## src/rtl/div_share_pkg.sv

```systemverilog
// Shared types and constants for the divider-sharing controller.
// No logic of its own; the helper below is purely combinational.
// No flow control here.
package div_share_pkg;

    typedef enum logic [1:0] {
        ST_FLUSH = 2'd0,
        ST_IDLE  = 2'd1,
        ST_RUN   = 2'd2,
        ST_DONE  = 2'd3
    } state_t;

    localparam int          DIV_CYCLES = 34;
    localparam logic [31:0] ERR_QUOT   = 32'hFFFF_FFFF;

    // Divisors the iterative divider must never see: zero, or negative in signed mode.
    function automatic logic div_illegal(input logic u, input logic [31:0] y);
        return (y == 32'd0) || (u && y[31]);
    endfunction

endpackage

```

## src/rtl/div_share_ctrl_rr_arbiter.sv

```systemverilog
// Round-robin arbiter: first set request at or after ptr, cyclically.
// Latency: purely combinational.
// Backpressure: none; the caller decides when a grant is taken.
module rr_arbiter #(
    parameter int  NREQ = 2,
    localparam int IW   = $clog2(NREQ)
) (
    input  logic [NREQ-1:0] req,
    input  logic [IW-1:0]   ptr,
    output logic [NREQ-1:0] grant,
    output logic [IW-1:0]   grant_idx
);

    logic [IW-1:0] idx;

    // Walk offsets from farthest to nearest so the nearest requester overwrites last.
    always_comb begin
        grant     = '0;
        grant_idx = '0;
        idx       = '0;
        for (int k = NREQ - 1; k >= 0; k--) begin
            idx = IW'((int'(ptr) + k) % NREQ);
            if (req[idx]) begin
                grant      = '0;
                grant[idx] = 1'b1;
                grant_idx  = idx;
            end
        end
    end

endmodule

```

## src/rtl/div_share_ctrl.sv

```systemverilog
// Shares one iterative divider among NREQ requesters with round-robin grant.
// Latency: 35 ce-cycles per normal op, 1 for a rejected divisor; result pulses once.
// Backpressure: requests are held by the requester and only sampled while idle.
module div_share_ctrl
    import div_share_pkg::*;
#(
    parameter int NREQ = 2
) (
    input  logic                 clk,
    input  logic                 rst,
    input  logic                 ce,
    input  logic [NREQ-1:0]      req,
    input  logic [NREQ-1:0]      req_u,
    input  logic [32*NREQ-1:0]   req_x,
    input  logic [32*NREQ-1:0]   req_y,
    output logic [NREQ-1:0]      rsp_valid,
    output logic [31:0]          rsp_quot,
    output logic [31:0]          rsp_rem,
    output logic                 rsp_err,
    output logic                 busy,
    output logic                 div_run,
    output logic                 div_u,
    output logic [31:0]          div_x,
    output logic [31:0]          div_y,
    input  logic                 div_stall,
    input  logic [31:0]          div_quot,
    input  logic [31:0]          div_rem
);

    localparam int IW = $clog2(NREQ);

    state_t        state, state_nxt;
    logic [IW-1:0] rr_ptr, win_idx, grant_idx, ptr_nxt;
    logic [NREQ-1:0] grant;
    logic          sel_u, sel_bad;
    logic [31:0]   sel_x, sel_y;
    logic          lat_op, cap_res;

    rr_arbiter #(.NREQ(NREQ)) u_arb (
        .req       (req),
        .ptr       (rr_ptr),
        .grant     (grant),
        .grant_idx (grant_idx)
    );

    always_comb begin
        sel_u = |(req_u & grant);
        sel_x = '0;
        sel_y = '0;
        for (int i = 0; i < NREQ; i++) begin
            if (grant[i]) begin
                sel_x = req_x[32*i +: 32];
                sel_y = req_y[32*i +: 32];
            end
        end
    end

    assign sel_bad = div_illegal(sel_u, sel_y);
    assign ptr_nxt = (grant_idx == IW'(NREQ - 1)) ? '0 : grant_idx + IW'(1);

    always_comb begin
        state_nxt = state;
        lat_op    = 1'b0;
        cap_res   = 1'b0;
        case (state)
            ST_FLUSH: state_nxt = ST_IDLE;
            ST_IDLE: begin
                if (|grant) begin
                    lat_op    = 1'b1;
                    state_nxt = sel_bad ? ST_DONE : ST_RUN;
                end
            end
            ST_RUN: begin
                if (!div_stall) begin
                    cap_res   = 1'b1;
                    state_nxt = ST_DONE;
                end
            end
            ST_DONE:  state_nxt = ST_IDLE;
            default:  state_nxt = ST_FLUSH;
        endcase
    end

    // Reset lands in FLUSH so the divider sees run low before any new grant.
    always_ff @(posedge clk) begin
        if (rst) begin
            state <= ST_FLUSH;
        end else if (ce) begin
            state <= state_nxt;
        end
    end

    always_ff @(posedge clk) begin
        if (rst) begin
            rr_ptr   <= '0;
            win_idx  <= '0;
            div_u    <= 1'b0;
            div_x    <= '0;
            div_y    <= '0;
            rsp_quot <= '0;
            rsp_rem  <= '0;
            rsp_err  <= 1'b0;
        end else if (ce) begin
            if (lat_op) begin
                win_idx <= grant_idx;
                rr_ptr  <= ptr_nxt;
                div_u   <= sel_u;
                div_x   <= sel_x;
                div_y   <= sel_y;
                if (sel_bad) begin
                    rsp_quot <= ERR_QUOT;
                    rsp_rem  <= sel_x;
                    rsp_err  <= 1'b1;
                end
            end
            if (cap_res) begin
                rsp_quot <= div_quot;
                rsp_rem  <= div_rem;
                rsp_err  <= 1'b0;
            end
        end
    end

    // Decoded from state, so the pulse naturally stretches across ce-low cycles.
    always_comb begin
        rsp_valid = '0;
        if (state == ST_DONE) begin
            rsp_valid[win_idx] = 1'b1;
        end
    end

    assign busy    = (state != ST_IDLE);
    assign div_run = (state == ST_RUN);

endmodule

```

## config.mk

```make
export PLATFORM = sky130hd
export DESIGN_NAME = div_share_ctrl
export DESIGN_NICKNAME = d
export VERILOG_FILES = /design/src/rtl/div_share_pkg.sv /design/src/rtl/div_share_ctrl_rr_arbiter.sv /design/src/rtl/div_share_ctrl.sv
export SDC_FILE = /design/constraint.sdc
export NUM_CORES = 1
export LEC_CHECK = 0
export BUFFER_PORTS_ARGS = -buffer_cell sky130_fd_sc_hd__buf_2
export CORE_MARGIN = 3
export CORE_UTILIZATION = 30
export DETAILED_ROUTE_END_ITERATION = 7
export PLACE_DENSITY = 0.7
export SLEW_MARGIN = 10
export SYNTH_ARGS = -nofsm -noshare
export SYNTH_HDL_FRONTEND = slang
export SYNTH_SLANG_ARGS = --single-unit
```

## constraint.sdc

```tcl
create_clock -name clk -period 2.2 [get_ports clk]
set_input_delay 0.55 -clock clk [delete_from_list [all_inputs] [get_ports clk]]
set_output_delay 0.55 -clock clk [all_outputs]
set_load 0.05 [all_outputs]
```

==> results of run 1 <==
-- routing by layer --
layer	routed length, um	share of wire (%)
met2	10800	49
met5	0	0
met3	1780	8.1
met1	8930	41
met4	386	1.8
-- logic make-up (layout without fill, tap and decap cells) --
logic type | Yosys count | count (layout)
fa+ha+maj | 4 | 4
simple gates | 297 | 297
compound gates | 206 | 206
buf+inv | 79 | 422
flops | 134 | 134
-- sequential cells by signal (all words and copies together) (netlist names) --
register,count
rsp_quot,32
rsp_rem,32
rsp_err,1
state,2
div_y,32
rr_ptr,1
div_x,32
win_idx,1
div_u,1
-- cell usage after synthesis (2+ instances only) --
master / n / area share, %
a21oi_1: 22 / 1.8
inv_1: 3 / 0.19
o21ai_0: 4 / 0.34
ha_1: 4 / 0.84
buf_6: 6 / 1.1
inv_2: 2 / 0.13
nand2_1: 3 / 0.19
a22oi_1: 32 / 4.0
buf_2: 17 / 1.4
or3_1: 2 / 0.21
nor4_1: 16 / 1.7
clkbuf_1: 49 / 3.1
nand2b_1: 33 / 3.5
a21oi_2: 12 / 1.8
nor3_1: 64 / 5.4
nor2_1: 136 / 8.6
dfxtp_1: 134 / 45
nand3_1: 32 / 2.7
a211oi_1: 65 / 8.2
and2_1: 2 / 0.21
nor3_2: 2 / 0.34
a21boi_1: 2 / 0.25
o21ai_1: 31 / 2.6
nand4_1: 4 / 0.42
a221oi_1: 34 / 5.0
-- metrics by stage --
step           total power, uW  setup WS (ns)
3_5_place_dp              4240         -0.304
4_1_cts                   7050          0.150
2_1_floorplan             3670          0.145
3_3_place_gp              4230         -0.218
5_1_grt                   7300        0.00742
6_report                  6960          0.147
-- how the worst max path moves through the flow --
stage	startpoint	to	slack [ns]
CTS	state[0]	rsp_rem[31]	0.15
global placement	req_y[6]	rsp_rem[1]	-0.22
detailed placement	req_y[6]	rsp_quot[20]	-0.30
global route	rr_ptr	rsp_rem[1]	0.007
floorplan	state[0]	rsp_quot[10]	0.15
finish	req_y[6]	rsp_quot[22]	0.15
-- power by group through the flow --
stage / combinational [uW] / sequential (uW) / clock [uW]
2_1_floorplan: 533 / 3140 / 0
3_3_place_gp: 1540 / 2690 / 0
3_5_place_dp: 1550 / 2690 / 0
4_1_cts: 1550 / 2640 / 2860
5_1_grt: 1650 / 2650 / 2990
6_report: 1540 / 2640 / 2780
-- worst max-delay path, cell delays in order --
cell     delay [ns]
buf_2          0.11
nor4_1         0.36
nand4_1        0.21
o21ai_0        0.36
o31a_2         0.23
buf_12         0.23
a21oi_1        0.11
nor3_1         0.18
-- cell type report --
class                      count  area, um^2  share of cell area [%]
inverter                       5        18.8                   0.215
clock buffer                  21         440                    5.05
tap                          260         325                    3.73
clock inverter                11         126                    1.45
timing repair buffer         385        2180                    25.0
multi-input combinational    507        2950                    33.8
sequential                   134        2680                    30.7
==> results.py, run 1 <==
metrics = {
    "setup_path": {
        "ff2ff_path_depth": 9,
        "startpoint_type": "input pin",
        "r2r-start": "state[0]",
        "cp-end-kind": "flop",
        "rr_endpoint": "rsp_rem[31]",
        "path_max_fanout": 42,
        "cp.required_ns": 2.53,
        "rrSetupSlack_ns": 0.18,
        "cp.arrival_ns": 2.38,
        "crit_type": "input pin to flop",
    },
    "power_and_ir_drop": {
        "pwr-share-clk_pct": 39.9,
        "power_switching_uw": 2210,
        "pwr-share-comb_pct": 22.1,
        "cellLeakagePower_uw": 0.00388,
        "p_sw_share_pct": 31.8,
        "intPower_uw": 4740,
        "power_density_mw_per_mm2": 797,
        "seqPwrFrac_pct": 37.9,
        "vdd_drop_max_mv": 0.495,
    },
    "grt": {
        "use_met2_pct": 34.8,
        "top_usage_layer": "met2",
        "grt_max_degree": 58,
        "gr-total-overflow": 0,
        "grt_usage_pct": 19.6,
        "antenna_found_initial": 0,
        "grtUsageMet1_pct": 23.0,
        "grt_pass1_wl_mm": 34.1,
        "first_global_vias": 6542,
        "met3_usage_pct": 5.55,
    },
    "route": {
        "viasPerCell": 5.06,
        "drc": 0,
        "antenna_left": 0,
        "drt_pass1_iterations": 5,
        "vias": 6695,
        "wl_per_cell_um": 16.5,
        "routed_wl_mm": 21.9,
        "drt_iter0_drc": 280,
    },
    "placed_design": {
        "dpl-instance-area_mm2": 0.00816,
        "dp.cells": 1291,
        "hpwl_mm": 16.4,
        "io_buffers": 333,
        "place.gp.congestion": 0.856,
    },
    "clock_network": {
        "cts_root_buf": "clkbuf_16",
        "path_clk_slew_ns": 0.06,
        "htree_levels": 4,
        "cts_tree": "built",
        "cts_hold_buf": 0,
        "clk_latency_ns": 0.41,
        "post_cts_buffers": 0,
        "cts.sinks": 134,
        "cts_inserted_buffers": 17,
        "clockBufferDepth": 2,
        "postCtsResizedCells": 0,
    },
    "die": {
        "core_mm2": 0.0191,
        "std_cell_rows": 50,
        "io_pins": 334,
        "die_x_um": 147,
        "die_area_mm2": 0.0216,
        "initial_core_util_pct": 31.2,
        "dieHeight_um": 147,
    },
    "final_layout": {
        "fin_area_mm2": 0.00873,
        "final_nets": 1254,
        "final_cell_mix": "buf_2 (332), nor2_1 (136), dfxtp_1 (134)",
        "num_antenna_cells": 0,
        "final_common_cell": "buf_2",
        "syn_to_final_growth_pct": 46.4,
        "utilization_pct": 45.7,
        "fillers": 1903,
        "stdcell_count": 1323,
        "layout-drive-gt1-share_pct": 41.1,
    },
    "yosys": {
        "synth_warnings": 0,
        "synth_edf_count": 0,
        "synth_top_family_by_area": "compound AO/OA/AOI/OAI gates",
        "async_reset_ff_share_pct": 0,
        "ys_ff_latch": 134,
        "syn_inst": 720,
        "avgSynthCellArea_um2": 8.28,
        "yosys.area_share.simple_pct": 23.4,
        "synthAdderAreaFrac_pct": 0.839,
        "ys_seq_area_share_pct": 45.0,
        "syn-num-nets": 924,
        "synthMuxAreaShare_pct": 0,
        "netlist_area_mm2": 0.00596,
        "ys_types": 34,
        "yosys.area_share.xor_xnor_pct": 0,
        "synth-compound-area-share_pct": 24.6,
        "synth_ff_type": "dfxtp_1",
    },
    "timing": {
        "setup_tns_ns": 0,
        "finalSetupViolCount": 0,
        "hold-worst-slack_ns": 0.384,
        "max_slew.worst_pin.slew_ns": 0.507,
        "drv_slew": 0,
        "max_slew_margin_pct": 66.2,
        "fin_crit_sh_pct": 93.3,
        "grt_setup_unrepaired": "no",
        "period_needed_ns": 2.05,
        "fmax_mhz": 487,
        "hold_viol_final": 0,
        "skew_ns": 0.00749,
    },
    "worst_hold_path": {
        "min_to": "rsp_quot[30]",
        "min_from": "div_quot[30]",
        "min_path_cells": 3,
        "hp-class": "input pin to flop",
    },
    "run_status": {
        "status": "completed",
    },
    "flow_run": {
        "max_cap_violations": 0,
    },
}
Note: power is estimated with default switching activity, not from simulation.
==> inputs of run 2 (changes only) <==
==> constraint.sdc (replaced) <==
create_clock -name clk -period 2.2 [get_ports clk]
set_input_delay 0.55 -clock clk [delete_from_list [all_inputs] [get_ports clk]]
set_output_delay 0.55 -clock clk [all_outputs]
set_load 0.005 [all_outputs]
==> run 2 against run 1 <==
  * Utilization decreased by 0.45 points
  * Global-route usage about the same
  * Worst setup slack improved by 0.056 ns
  * Clock power increased by 5%
  * Sequential cell count unchanged
  * Design area decreased by 0.98%
  * Combinational power decreased by 31%
  * Fmax increased by 2.8%
  * Register-to-register slack improved by 0.02 ns
  * Clock-buffer cell count decreased by 4
  * Critical path type is now flop to flop
  * Highest routed layer is now met5
==> results.py, run 2 (same netlist as run 1, synthesis figures left out) <==
metrics = {
    "route": {
        "drt_pass1_iterations": 5,
        "viasPerCell": 5.01,
        "drt_iter0_drc": 313,
        "drc": 0,
        "vias": 6552,
        "wl_per_cell_um": 16.7,
        "antenna_left": 0,
        "routed_wl_mm": 21.8,
    },
    "setup_path": {
        "cp.depth": 8,
        "slowest_stage": "or3_2",
        "path_max_fanout": 29,
        "path_cells": "inv_1, ha_1, nand2b_2, nor2_1, or3_2, and2_1, buf_12, o21ai_1",
        "r2r-start": "state[0]",
        "max_stage_delay_ns": 0.52,
        "critPathBufInv": 2,
        "rr_endpoint": "rsp_rem[24]",
        "rrSetupSlack_ns": 0.20,
        "crit_type": "flop to flop",
        "cp.arrival_ns": 2.33,
        "cp.required_ns": 2.53,
        "ff2ff_path_depth": 8,
        "startpoint_type": "flop",
        "cp-end-kind": "flop",
        "crit_family": "simple AND/OR/NAND/NOR gates",
    },
    "final_layout": {
        "final_cell_mix": "buf_2 (332), nor2_1 (136), dfxtp_1 (133)",
        "final_common_cell": "buf_2",
        "final_nets": 1240,
        "stdcell_count": 1308,
        "layout-drive-gt1-share_pct": 40.6,
        "num_antenna_cells": 0,
        "syn_to_final_growth_pct": 44.9,
    },
    "timing": {
        "period_needed_ns": 2.00,
        "fin_crit_sh_pct": 90.8,
        "max_slew.worst_pin.slew_ns": 0.525,
        "fmax_mhz": 501,
        "drv_slew": 0,
        "grt_setup_unrepaired": "no",
        "skew_ns": 0.00492,
        "finalSetupViolCount": 0,
        "hold-worst-slack_ns": 0.378,
        "max_slew_margin_pct": 65.0,
        "hold_viol_final": 0,
    },
    "flow_run": {
        "max_cap_violations": 0,
    },
    "placed_design": {
        "io_buffers": 333,
        "place.gp.congestion": 0.869,
        "dp.cells": 1277,
        "hpwl_mm": 16.1,
    },
    "clock_network": {
        "cts_hold_buf": 0,
        "cts_root_buf": "clkbuf_16",
        "htree_levels": 4,
        "path_clk_slew_ns": 0.06,
        "cts_tree": "built",
        "post_cts_buffers": 0,
        "clockBufferDepth": 2,
        "clk_latency_ns": 0.41,
        "cts.sinks": 134,
        "cts_inserted_buffers": 17,
        "postCtsResizedCells": 0,
    },
    "grt": {
        "met3_usage_pct": 5.77,
        "antenna_found_initial": 1,
        "top_usage_layer": "met2",
        "first_global_vias": 6382,
        "gr-total-overflow": 0,
        "grt_usage_pct": 19.6,
        "use_met2_pct": 33.3,
        "grt_max_degree": 77,
        "grtUsageMet1_pct": 24.4,
        "grt_pass1_wl_mm": 34.1,
    },
    "die": {
        "die_area_mm2": 0.0216,
        "dieHeight_um": 147,
        "core_mm2": 0.0191,
        "die_x_um": 147,
        "io_pins": 334,
        "std_cell_rows": 50,
        "initial_core_util_pct": 31.2,
    },
    "worst_hold_path": {
        "hp-class": "input pin to flop",
        "min_path_cells": 3,
        "min_from": "div_quot[30]",
        "min_to": "rsp_quot[30]",
    },
    "power_and_ir_drop": {
        "vdd_drop_max_mv": 0.460,
        "power_uw": 6600,
        "cellLeakagePower_uw": 0.00384,
        "power_density_mw_per_mm2": 764,
    },
    "run_status": {
        "status": "completed",
    },
}
[run 2: power breakdown]
part	switching [uW]	total (uW)	leakage [uW]	internal, uW
Clock	1120	2910	0.000286	1790
Sequential	73.6	2640	0.00109	2560
Combinational	578	1060	0.00246	482
[run 2: layer usage]
metal,wire [um],up-vias
met4,342,2
li1,-,3267
met5,13,-
met1,9190,2980
met3,1790,21
met2,10500,282
[run 2: cell type report]
cell class / instances / area (um^2)
clock buffers: 17 / 425
clock inverters: 14 / 175
fillers: 1905 / 10400
inverters: 5 / 18.8
multi-input cells: 507 / 2950
flip-flops and latches: 134 / 2680
well taps: 260 / 325
repair buffers: 371 / 2070
[run 2: metrics by stage]
| stage | setup WS, ns | cell area, um^2 | setup TNS, ns | util [%] |
|---|---|---|---|---|
| finish | 0.203 | 8640 | 0 | 45.3 |
| global route | 0.0501 | 8640 | 0 | 45.3 |
| CTS | 0.139 | 8640 | 0 | 45.3 |
| detailed placement | -0.235 | 8040 | -12.60 | 42.1 |
| global placement | -0.227 | 8040 | -11.65 | 42.1 |
| floorplan | 0.228 | 5960 | 0 | - |
[run 2: worst max-delay path by stage]
stage / from / end / slack, ns
after detailed placement: req_y[6] / rsp_rem[0] / -0.23
after CTS: state[0] / rsp_rem[24] / 0.14
after global placement: req_y[6] / rsp_rem[1] / -0.23
final: state[0] / rsp_rem[24] / 0.20
after floorplan: req[0] / rsp_quot[28] / 0.23
after global routing: req_y[6] / rsp_quot[25] / 0.05
[run 2: tightest hold or removal path: stages]
cell and delay, ns:
buf_2 0.07, nor2_1 0.04, nor3_2 0.08
==> inputs of run 3 (changes only) <==
--- a/config.mk
+++ b/config.mk
@@ -5,11 +5,11 @@
 export SDC_FILE = /design/constraint.sdc
 export NUM_CORES = 1
 export LEC_CHECK = 0
+export ABC_AREA = 1
 export BUFFER_PORTS_ARGS = -buffer_cell sky130_fd_sc_hd__buf_2
-export CORE_MARGIN = 3
 export CORE_UTILIZATION = 30
 export DETAILED_ROUTE_END_ITERATION = 7
-export PLACE_DENSITY = 0.7
+export PLACE_DENSITY = 0.68
 export SLEW_MARGIN = 10
 export SYNTH_ARGS = -nofsm -noshare
 export SYNTH_HDL_FRONTEND = slang
==> constraint.sdc (replaced) <==
create_clock -name clk -period 2.2 [get_ports clk]
set_input_delay 0.22 -clock clk [delete_from_list [all_inputs] [get_ports clk]]
set_output_delay 0.22 -clock clk [all_outputs]
set_load 0.005 [all_outputs]
==> run 3 against run 2 <==
  * Register-to-register slack worse by 0.07 ns
  * Sequential power about the same
  * Total power up 2.4%
  * Routed wire length rose by 6.8%
  * Critical path depth increased by 10
  * Critical path type unchanged
  * Fmax shrank 3.4%
  * Highest routed layer unchanged
  * Clock-buffer cell count grew 4
  * Critical endpoint is now rsp_quot[17]
  * Final cell count rose by 22%
==> results.py, run 3 <==
metrics = {
    "grt": {
        "grt_usage_pct": 19.3,
        "grt_max_degree": 71,
        "first_global_vias": 6920,
        "met3_usage_pct": 4.85,
        "use_met2_pct": 32.9,
        "grt_pass1_wl_mm": 34.4,
        "grtUsageMet1_pct": 23.9,
        "antenna_found_initial": 1,
        "gr-total-overflow": 0,
        "top_usage_layer": "met2",
    },
    "power_and_ir_drop": {
        "vdd_drop_max_mv": 0.334,
        "cellLeakagePower_uw": 0.00498,
        "power_switching_uw": 1800,
        "seqPwrFrac_pct": 38.9,
        "power_density_mw_per_mm2": 705,
        "intPower_uw": 4960,
        "p_sw_share_pct": 26.7,
        "pwr-share-clk_pct": 43.7,
        "pwr-share-comb_pct": 17.4,
    },
    "die": {
        "die_area_mm2": 0.0228,
        "core_mm2": 0.0218,
        "die_x_um": 151,
        "io_pins": 334,
        "dieHeight_um": 151,
        "initial_core_util_pct": 30.6,
        "std_cell_rows": 54,
    },
    "setup_path": {
        "cp-end-kind": "flop",
        "crit_top_cell": "nand2_1",
        "path_cells": "inv_1, nand2_2, buf_12, nand3_1, nand2_1, inv_1, nand2_1, nor2_1, nand2_1, nor2_1, nand2_2, nand2_4, nand2_8, nand2_4, clkbuf_16, nand2_1, nand2_1, nor2_1",
        "startpoint_type": "flop",
        "cp.arrival_ns": 2.37,
        "max_stage_delay_ns": 0.32,
        "path_max_fanout": 21,
        "crit_family": "simple AND/OR/NAND/NOR gates",
        "critPathBufInv": 4,
        "crit_type": "flop to flop",
        "cp.required_ns": 2.51,
        "slowest_stage": "dfxtp_1",
    },
    "timing": {
        "max_slew_margin_pct": 68.5,
        "fmax_mhz": 484,
        "hold-worst-slack_ns": 0.0672,
        "skew_ns": 0.00716,
        "setup_ws_ns": 0.132,
        "period_needed_ns": 2.07,
        "fin_crit_sh_pct": 94.0,
        "finalSetupViolCount": 0,
        "hold_viol_final": 0,
        "max_slew.worst_pin.slew_ns": 0.473,
        "drv_slew": 0,
    },
    "clock_network": {
        "cts_inserted_buffers": 17,
        "clk_latency_ns": 0.41,
        "path_clk_slew_ns": 0.06,
        "cts.sinks": 134,
        "clockBufferDepth": 2,
        "cts_hold_buf": 0,
        "cts_root_buf": "clkbuf_16",
        "cts_tree": "built",
        "htree_levels": 4,
    },
    "yosys": {
        "synth_common_cells": "nand2_1 (185), nor2_1 (146), dfxtp_1 (134), nand3_1 (100), a21oi_1 (82)",
        "avgSynthCellArea_um2": 6.85,
        "synth_ff_type": "dfxtp_1",
        "post-synth-top-area-cell": "dfxtp_1",
        "synth_top_area_share_pct": 40.2,
        "netlist_area_mm2": 0.00667,
        "syn-num-nets": 1179,
        "synth.most_common_cell": "nand2_1",
        "ys_types": 20,
        "synth_area_leaders": "dfxtp_1 (40%), nand2_1 (10%), nor2_1 (8.2%), nand3_1 (7.5%), a21oi_1 (6.1%)",
        "ys_ff_latch": 134,
        "synth_edf_count": 0,
        "synth_warnings": 0,
        "syn_inst": 975,
        "ys_seq_area_share_pct": 40.2,
        "async_reset_ff_share_pct": 0,
    },
    "final_layout": {
        "syn_to_final_growth_pct": 43.6,
        "num_antenna_cells": 0,
        "final_nets": 1510,
        "final_cell_mix": "buf_2 (333), nand2_1 (180), nor2_1 (144)",
        "layout-drive-gt1-share_pct": 35.3,
        "final_common_cell": "buf_2",
    },
    "route": {
        "drt_pass1_iterations": 4,
        "drt_iter0_drc": 301,
        "wl_per_cell_um": 14.6,
        "viasPerCell": 4.86,
        "routed_wl_mm": 23.3,
        "vias": 7772,
        "drc": 0,
        "antenna_left": 0,
    },
    "flow_run": {
        "max_cap_violations": 0,
    },
    "worst_hold_path": {
        "hp-class": "input pin to flop",
    },
    "run_status": {
        "status": "completed",
    },
    "placed_design": {
        "place.gp.congestion": 0.814,
        "pre_cts_ws_ns": -0.0867,
        "hpwl_mm": 17.0,
        "io_buffers": 333,
    },
}
run 3: changes by cell type after synthesis, moves of 60 or more:
cell / change
a211oi_1: -65
a21oi_1: +60
o21ai_0: +63
a31oi_1: +65
nor3_1: -64
nand3_1: +68
nand2_1: +182
run 3: repair_timing:
| item | in CTS | in global routing |
|---|---|---|
| buffers inserted | 0 | 0 |
| endpoints found under the setup margin | 0 | 60 |
| gates resized for setup | 0 | 11 |
run 3: through the flow:
| stage | utilization (%) | setup TNS [ns] | cell area (um^2) | total power (uW) | instances |
|---|---|---|---|---|---|
| after global routing | 43.9 | -0.0347 | 9590 | 7100 | 1599 |
| after CTS | 43.5 | 0 | 9490 | 6830 | 1597 |
| after floorplan | - | 0 | 6670 | 3260 | 975 |
| after detailed placement | 40.7 | -1.05 | 8880 | 3840 | 1565 |
| after global placement | 40.7 | -0.932 | 8880 | 3830 | 1565 |
| final | 43.9 | 0 | 9590 | 6760 | 1599 |
run 3: worst paths after layout:
check | depth (start not counted) | to | slack [ns] | startpoint
setup / recovery | 18 | rsp_quot[17] | 0.13 | rr_ptr
hold / removal | 2 | rsp_err | 0.07 | rst
setup reg to reg | 18 | rsp_quot[17] | 0.13 | rr_ptr
hold reg to reg | 2 | rsp_quot[30] | 0.48 | rsp_quot[30]
run 3: cell families (layout without fill, tap and decap cells):
family / count (synthesis) / after routing / synth area share, %
AND/OR/NAND/NOR: 493 / 493 / 32.8
adder cells (fa/ha/maj): 4 / 4 / 0.750
flip-flops: 134 / 134 / 40.2
AO/OA/AOI/OAI: 214 / 214 / 17.3
buffers and inverters: 130 / 474 / 9.00
run 3: cell type report:
cell class                      instances  area [um^2]
Clock buffer                           21          460
Clock inverter                         11          149
Fill cell                            2281        12200
Inverter                               44          168
Multi-Input combinational cell        711         3440
Sequential cell                       134         2680
Tap cell                              280          350
Timing Repair Buffer                  398         2330
run 3: power by group through the flow:
stage	sequential, uW	clock, uW	combinational, uW
5_1_grt	2640	3140	1320
3_3_place_gp	2680	0	1150
3_5_place_dp	2680	0	1160
4_1_cts	2630	3030	1170
2_1_floorplan	2690	0	578
6_report	2630	2950	1180
run 3: routing by layer:
layer	share of wire (%)	up-vias	wire, um
li1	-	3926	-
met1	44	3546	10200
met2	48	276	11200
met3	6.7	22	1550
met4	1.2	2	285
met5	0.056	-	13
run 3: worst reg2reg max path, cell delays in order, from the launching register on:
cell and delay (ns):
dfxtp_1 0.32, inv_1 0.08, nand2_2 0.08, buf_12 0.16, nand3_1 0.08, nand2_1 0.05
inv_1 0.06, nand2_1 0.05, nor2_1 0.11, nand2_1 0.09, nor2_1 0.12, nand2_2 0.08
nand2_4 0.09, nand2_8 0.10, nand2_4 0.14, clkbuf_16 0.18, nand2_1 0.05, nand2_1 0.08
nor2_1 0.04
